## src/rtl/mem_bus_arbiter_pkg.sv

```systemverilog
// mem_bus_arbiter_pkg: shared encodings for the IFU/LSU memory-port arbiter.
//   state_e : arbiter FSM states (idle, busy serving IFU, busy serving LSU)
//   owner_e : requester identity, also used to remember the last granted owner
// Optional feature macro used by the arbiter: CONFIG_ARB_RR_EN.
package mem_bus_arbiter_pkg;

  typedef enum logic [1:0] {
    StIdle    = 2'd0,
    StBusyIfu = 2'd1,
    StBusyLsu = 2'd2
  } state_e;

  typedef enum logic {
    OwnIfu = 1'b0,
    OwnLsu = 1'b1
  } owner_e;

endpackage

```

## src/rtl/arb_grant_sel.sv

```systemverilog
// arb_grant_sel: combinational winner selection between the IFU and the LSU.
// Ports:
//   ifu_valid_i, lsu_valid_i : request valids
//   last_owner_i             : requester granted most recently
//   grant_ifu_o, grant_lsu_o : one-hot (or all-zero) winner
// Macro CONFIG_ARB_RR_EN: defined -> round-robin on contention (the requester
// that was not last_owner wins); undefined -> fixed priority, LSU over IFU.
module arb_grant_sel
  import mem_bus_arbiter_pkg::*;
(
  input  logic   ifu_valid_i,
  input  logic   lsu_valid_i,
  input  owner_e last_owner_i,
  output logic   grant_ifu_o,
  output logic   grant_lsu_o
);

`ifdef CONFIG_ARB_RR_EN
  always_comb begin
    grant_ifu_o = 1'b0;
    grant_lsu_o = 1'b0;
    if (ifu_valid_i && lsu_valid_i) begin
      if (last_owner_i == OwnLsu) begin
        grant_ifu_o = 1'b1;
      end else begin
        grant_lsu_o = 1'b1;
      end
    end else begin
      grant_ifu_o = ifu_valid_i;
      grant_lsu_o = lsu_valid_i;
    end
  end
`else
  assign grant_lsu_o = lsu_valid_i;
  assign grant_ifu_o = ifu_valid_i & ~lsu_valid_i;

  // last_owner is still tracked upstream but plays no role in fixed priority.
  logic unused_last_owner;
  assign unused_last_owner = last_owner_i;
`endif

endmodule

```

## src/rtl/mem_bus_arbiter.sv

```systemverilog
// mem_bus_arbiter: shares one memory port between the IFU (read-only) and the
// LSU (read/write). One requester is granted at a time; the grant is held
// until the memory response returns, which is routed to that owner only.
// Ports:
//   clk_i, rst_i                         : clock, async active-high reset
//   ifu_req_*/ifu_addr_i, ifu_resp_*     : IFU read request / response
//   lsu_req_*/lsu_addr/wdata/wmask_i,
//   lsu_resp_*                           : LSU request (wmask==0 is a read) / response
//   mem_req_*/mem_addr/wdata/wmask_o     : forwarded request to memory
//   mem_resp_valid_i, mem_rdata_i        : memory response (single-cycle pulse)
// Macro CONFIG_ARB_RR_EN selects round-robin arbitration (see arb_grant_sel).
module mem_bus_arbiter
  import mem_bus_arbiter_pkg::*;
#(
  parameter int unsigned ADDR_W = 32,
  parameter int unsigned DATA_W = 32,
  localparam int unsigned MASK_W = DATA_W / 8
) (
  input  logic              clk_i,
  input  logic              rst_i,
  input  logic              ifu_req_valid_i,
  output logic              ifu_req_ready_o,
  input  logic [ADDR_W-1:0] ifu_addr_i,
  output logic              ifu_resp_valid_o,
  output logic [DATA_W-1:0] ifu_rdata_o,
  input  logic              lsu_req_valid_i,
  output logic              lsu_req_ready_o,
  input  logic [ADDR_W-1:0] lsu_addr_i,
  input  logic [DATA_W-1:0] lsu_wdata_i,
  input  logic [MASK_W-1:0] lsu_wmask_i,
  output logic              lsu_resp_valid_o,
  output logic [DATA_W-1:0] lsu_rdata_o,
  output logic              mem_req_valid_o,
  input  logic              mem_req_ready_i,
  output logic [ADDR_W-1:0] mem_addr_o,
  output logic [DATA_W-1:0] mem_wdata_o,
  output logic [MASK_W-1:0] mem_wmask_o,
  input  logic              mem_resp_valid_i,
  input  logic [DATA_W-1:0] mem_rdata_i
);

  state_e state_q, state_d;
  owner_e last_owner_q, last_owner_d;

  logic sel_ifu, sel_lsu;
  logic idle, gnt_ifu, gnt_lsu, accept;

  arb_grant_sel u_grant_sel (
    .ifu_valid_i  (ifu_req_valid_i),
    .lsu_valid_i  (lsu_req_valid_i),
    .last_owner_i (last_owner_q),
    .grant_ifu_o  (sel_ifu),
    .grant_lsu_o  (sel_lsu)
  );

  // A grant only exists in IDLE; BUSY states keep requesters waiting.
  assign idle    = (state_q == StIdle);
  assign gnt_ifu = idle & sel_ifu;
  assign gnt_lsu = idle & sel_lsu;
  assign accept  = mem_req_valid_o & mem_req_ready_i;

  assign mem_req_valid_o = gnt_ifu | gnt_lsu;
  assign mem_addr_o      = gnt_lsu ? lsu_addr_i : (gnt_ifu ? ifu_addr_i : '0);
  // IFU is read-only, so its forwarded wdata/wmask are zero.
  assign mem_wdata_o     = gnt_lsu ? lsu_wdata_i : '0;
  assign mem_wmask_o     = gnt_lsu ? lsu_wmask_i : '0;

  assign ifu_req_ready_o = gnt_ifu & mem_req_ready_i;
  assign lsu_req_ready_o = gnt_lsu & mem_req_ready_i;

  // Responses reach only the current owner; one arriving in IDLE is dropped.
  assign ifu_resp_valid_o = (state_q == StBusyIfu) & mem_resp_valid_i;
  assign lsu_resp_valid_o = (state_q == StBusyLsu) & mem_resp_valid_i;
  assign ifu_rdata_o      = ifu_resp_valid_o ? mem_rdata_i : '0;
  assign lsu_rdata_o      = lsu_resp_valid_o ? mem_rdata_i : '0;

  always_comb begin
    state_d      = state_q;
    last_owner_d = last_owner_q;
    unique case (state_q)
      StIdle: begin
        if (accept) begin
          if (gnt_lsu) begin
            state_d      = StBusyLsu;
            last_owner_d = OwnLsu;
          end else begin
            state_d      = StBusyIfu;
            last_owner_d = OwnIfu;
          end
        end
      end
      StBusyIfu, StBusyLsu: begin
        if (mem_resp_valid_i) begin
          state_d = StIdle;
        end
      end
      default: state_d = StIdle;
    endcase
  end

  always_ff @(posedge clk_i or posedge rst_i) begin
    if (rst_i) begin
      state_q      <= StIdle;
      last_owner_q <= OwnIfu;
    end else begin
      state_q      <= state_d;
      last_owner_q <= last_owner_d;
    end
  end

endmodule

```

## config.mk

```make
export PLATFORM = sky130hd
export DESIGN_NAME = mem_bus_arbiter
export DESIGN_NICKNAME = d
export VERILOG_FILES = /design/src/rtl/mem_bus_arbiter_pkg.sv /design/src/rtl/arb_grant_sel.sv /design/src/rtl/mem_bus_arbiter.sv
export SDC_FILE = /design/constraint.sdc
export NUM_CORES = 1
export LEC_CHECK = 0
export ABC_CLOCK_PERIOD_IN_PS = 2800
export BUFFER_PORTS_ARGS = -buffer_cell sky130_fd_sc_hd__buf_2
export CAP_MARGIN = 30
export CELL_PAD_IN_SITES_DETAIL_PLACEMENT = 1
export CELL_PAD_IN_SITES_GLOBAL_PLACEMENT = 2
export CORE_MARGIN = 3
export CORE_UTILIZATION = 10
export CTS_CLUSTER_SIZE = 10
export DETAILED_ROUTE_END_ITERATION = 8
export PLACE_DENSITY = 0.95
export SLEW_MARGIN = 30
export SYNTH_ARGS = -nofsm -noshare
export SYNTH_HDL_FRONTEND = slang
export SYNTH_HIERARCHICAL = 1
export SYNTH_SLANG_ARGS = --single-unit
```

## constraint.sdc

```tcl
create_clock -name clk_i -period 2.8 [get_ports clk_i]
set_clock_uncertainty 0.15 [all_clocks]
set_input_delay 0.56 -clock clk_i [delete_from_list [all_inputs] [get_ports clk_i]]
set_output_delay 0.56 -clock clk_i [all_outputs]
set_load 0.1 [all_outputs]
```

==> key figures <==
Critical path
  • Critical path class: reg -> out
  • FF-to-FF setup slack: 1040 ps
  • CP Cell Sequence: inv_1, ha_1, nand2_1, nor2_2, buf_4, a22o_1, buf_12
  • Slowest cell delay on critical path: 390 ps
  • Worst Setup End Kind: output port
  • Required @ worst endpoint: 2090 ps
  • Worst path arrival time: 1900 ps
  • Startpoint types: flop
  • Critical path's slowest cell: dfrtp_1
  • CP max FO: 32

Run
  • Max Cap Viol: 0

Cells and area
  • Fin nets: 583
  • Ant. Diodes: 0
  • Area delta synth->final: 277%
  • Largest reg by FF count: state_q
  • Sequential Area: 50.0 um2
  • Filler cells: 1431
  • Max reg flops: 2
  • Layout cell share with drive strength beyond 1: 0.650
  • Top flop regs: state_q x2
  • Area occupied by multi-input gates: 1060 um2

Routing
  • Total number of vias: 2532
  • DRC Markers: 0
  • Post-route antenna net violation count: 0
  • Number of iterations in the first detailed-routing pass: 4
  • Routed WL per cell: 17.1 um
  • Vias per cell: 4.16
  • DRT iter0 DRCs: 102
  • Post-Route WL: 10400 um

Synthesis
  • Synthesized net count: 328
  • Ys Warns: 6
  • Post-Synthesis Cells: 187
  • Cell area after synthesis: 1290 um2
  • Syn avg cell area: 6.90 um2

Timing
  • Pins Over Slew Limit: 0
  • Worst-Margin Slew: 842 ps
  • RSZ-0062 raised after global routing: false
  • Final setup violating endpoints: 0
  • FMAX: 0.382 GHz
  • Max-slew headroom: 0.438
  • Setup tns final: 0 ps
  • Hold Fails Final Rpt: 0
  • PnR worst setup slack: 186 ps
  • Tmin final: 2610 ps
  • Min Hold Slack: 44.2 ps
  • Fin crit share: 0.934

Placed design
  • Pre-CTS setup slack: 204 ps
  • I/O Buffers: 274
  • Hpwl dp: 9290 um
  • Final RePlAce weighted congestion: 0.864

Floorplan
  • Die Y-Extent: 120 um
  • CORE AREA: 12300 um2
  • Row cnt: 40
  • Die ar.: 14300 um2
  • Starting Density: 0.105
  • Die X: 120 um
  • I/O pins: 275

Clocking
  • Postcts setup bufs: 0
  • CTS tree: built
  • Post-cts gate resize count: 0
  • Clock root buffer: clkbuf_16
  • CTS buffer count: 3
  • CTS max path bufs: 2
  • Clk slew on worst S/H paths: 30 ps
  • Skew-Pair Late Insertion Delay: 220 ps
  • CTS Sinks: 2
  • Hold Buf Count CTS: 0
  • H-tree depth: 1

Global route
  • First-pass GRT wire length: 15400 um
  • Initial antenna violation count: 0
  • Vias in the first global route: 2812
  • GR Overflow Total: 0
  • Largest net degree at the start of global routing: 68
  • GRT Total Usage: 0.135

Pwr
  • Static Leak: 2.55 nW
  • Peak VDD IR: 0.550 mV
  • Sequential Power Share: 0.010
  • Int Power: 0.00188 W
  • NetSw: 0.00343 W
  • Total power: 0.00531 W
  • Sw Ratio: 0.645
  • Clk pwr share: 0.039
  • Comb pwr share: 0.951
  • Power density cells: 1090 nW/um2

Worst hold path
  • Worst Hold Class: in -> async

Outcome
  • Status: finished clean
-- per-stage QoR --
step                instance area [um2]  std cells   util
detailed placement                 4790        605  0.389
finish                             4860        608  0.395
global route                       4860        608  0.395
global placement                   4790        605  0.389
CTS                                4860        608  0.395
floorplan                          1290        187      -
-- path summary, 6_finish.rpt --
| kind | from | to | depth (start not counted) |
|---|---|---|---|
| min | rst_i | state_q[1] | 2 |
| max reg2reg | state_q[0] | state_q[0] | 5 |
| min in group clk_i | state_q[0] | state_q[0] | 1 |
| min reg2reg | state_q[0] | state_q[0] | 1 |
| max | state_q[0] | mem_addr_o[19] | 7 |
| max in group asynchronous | rst_i | state_q[0] | 2 |
-- power by group through the flow --
stage | logic, W | clock network [W] | registers [W]
finish | 0.00505 | 0.000210 | 0.0000508
floorplan | 0.00323 | 0 | 0.0000485
CTS | 0.00508 | 0.000212 | 0.0000511
detailed placement | 0.00508 | 0 | 0.0000509
global placement | 0.00500 | 0 | 0.0000498
global route | 0.00518 | 0.000218 | 0.0000522
-- area by class of cell --
cell class,instances,share of cell area
Clock buffer,3,0.0154
Inverter,4,0.00309
Multi-Input combinational cell,152,0.219
Sequential cell,2,0.0103
Tap cell,168,0.0432
Timing Repair Buffer,279,0.709
-- cell usage in the layout, fill, tap and decap left out, types with 2 or more instances in the layout --
cell type	count
and3_1	101
nor2b_1	2
a22o_1	32
dfrtp_1	2
and2_1	2
inv_1	4
buf_4	5
ha_1	3
buf_2	138
clkbuf_16	3
nand2_1	3
buf_12	136
-- worst max-delay path, delay by kind of cell, from the launching register on --
family / cells / cell delay, ps
buf+inv: 3 / 630
flops: 1 / 390
compound gates: 1 / 260
fa+ha+maj: 1 / 230
simple gates: 2 / 150
-- routing by layer --
layer  GRT usage  up-vias  share of wire
met5           0        -              0
met4      0.0265        0         0.0081
met3      0.0391        4          0.082
met2       0.297      141           0.62
met1       0.117     1178           0.29
li1            -     1209              -
Note: power is estimated with default switching activity, not from simulation.
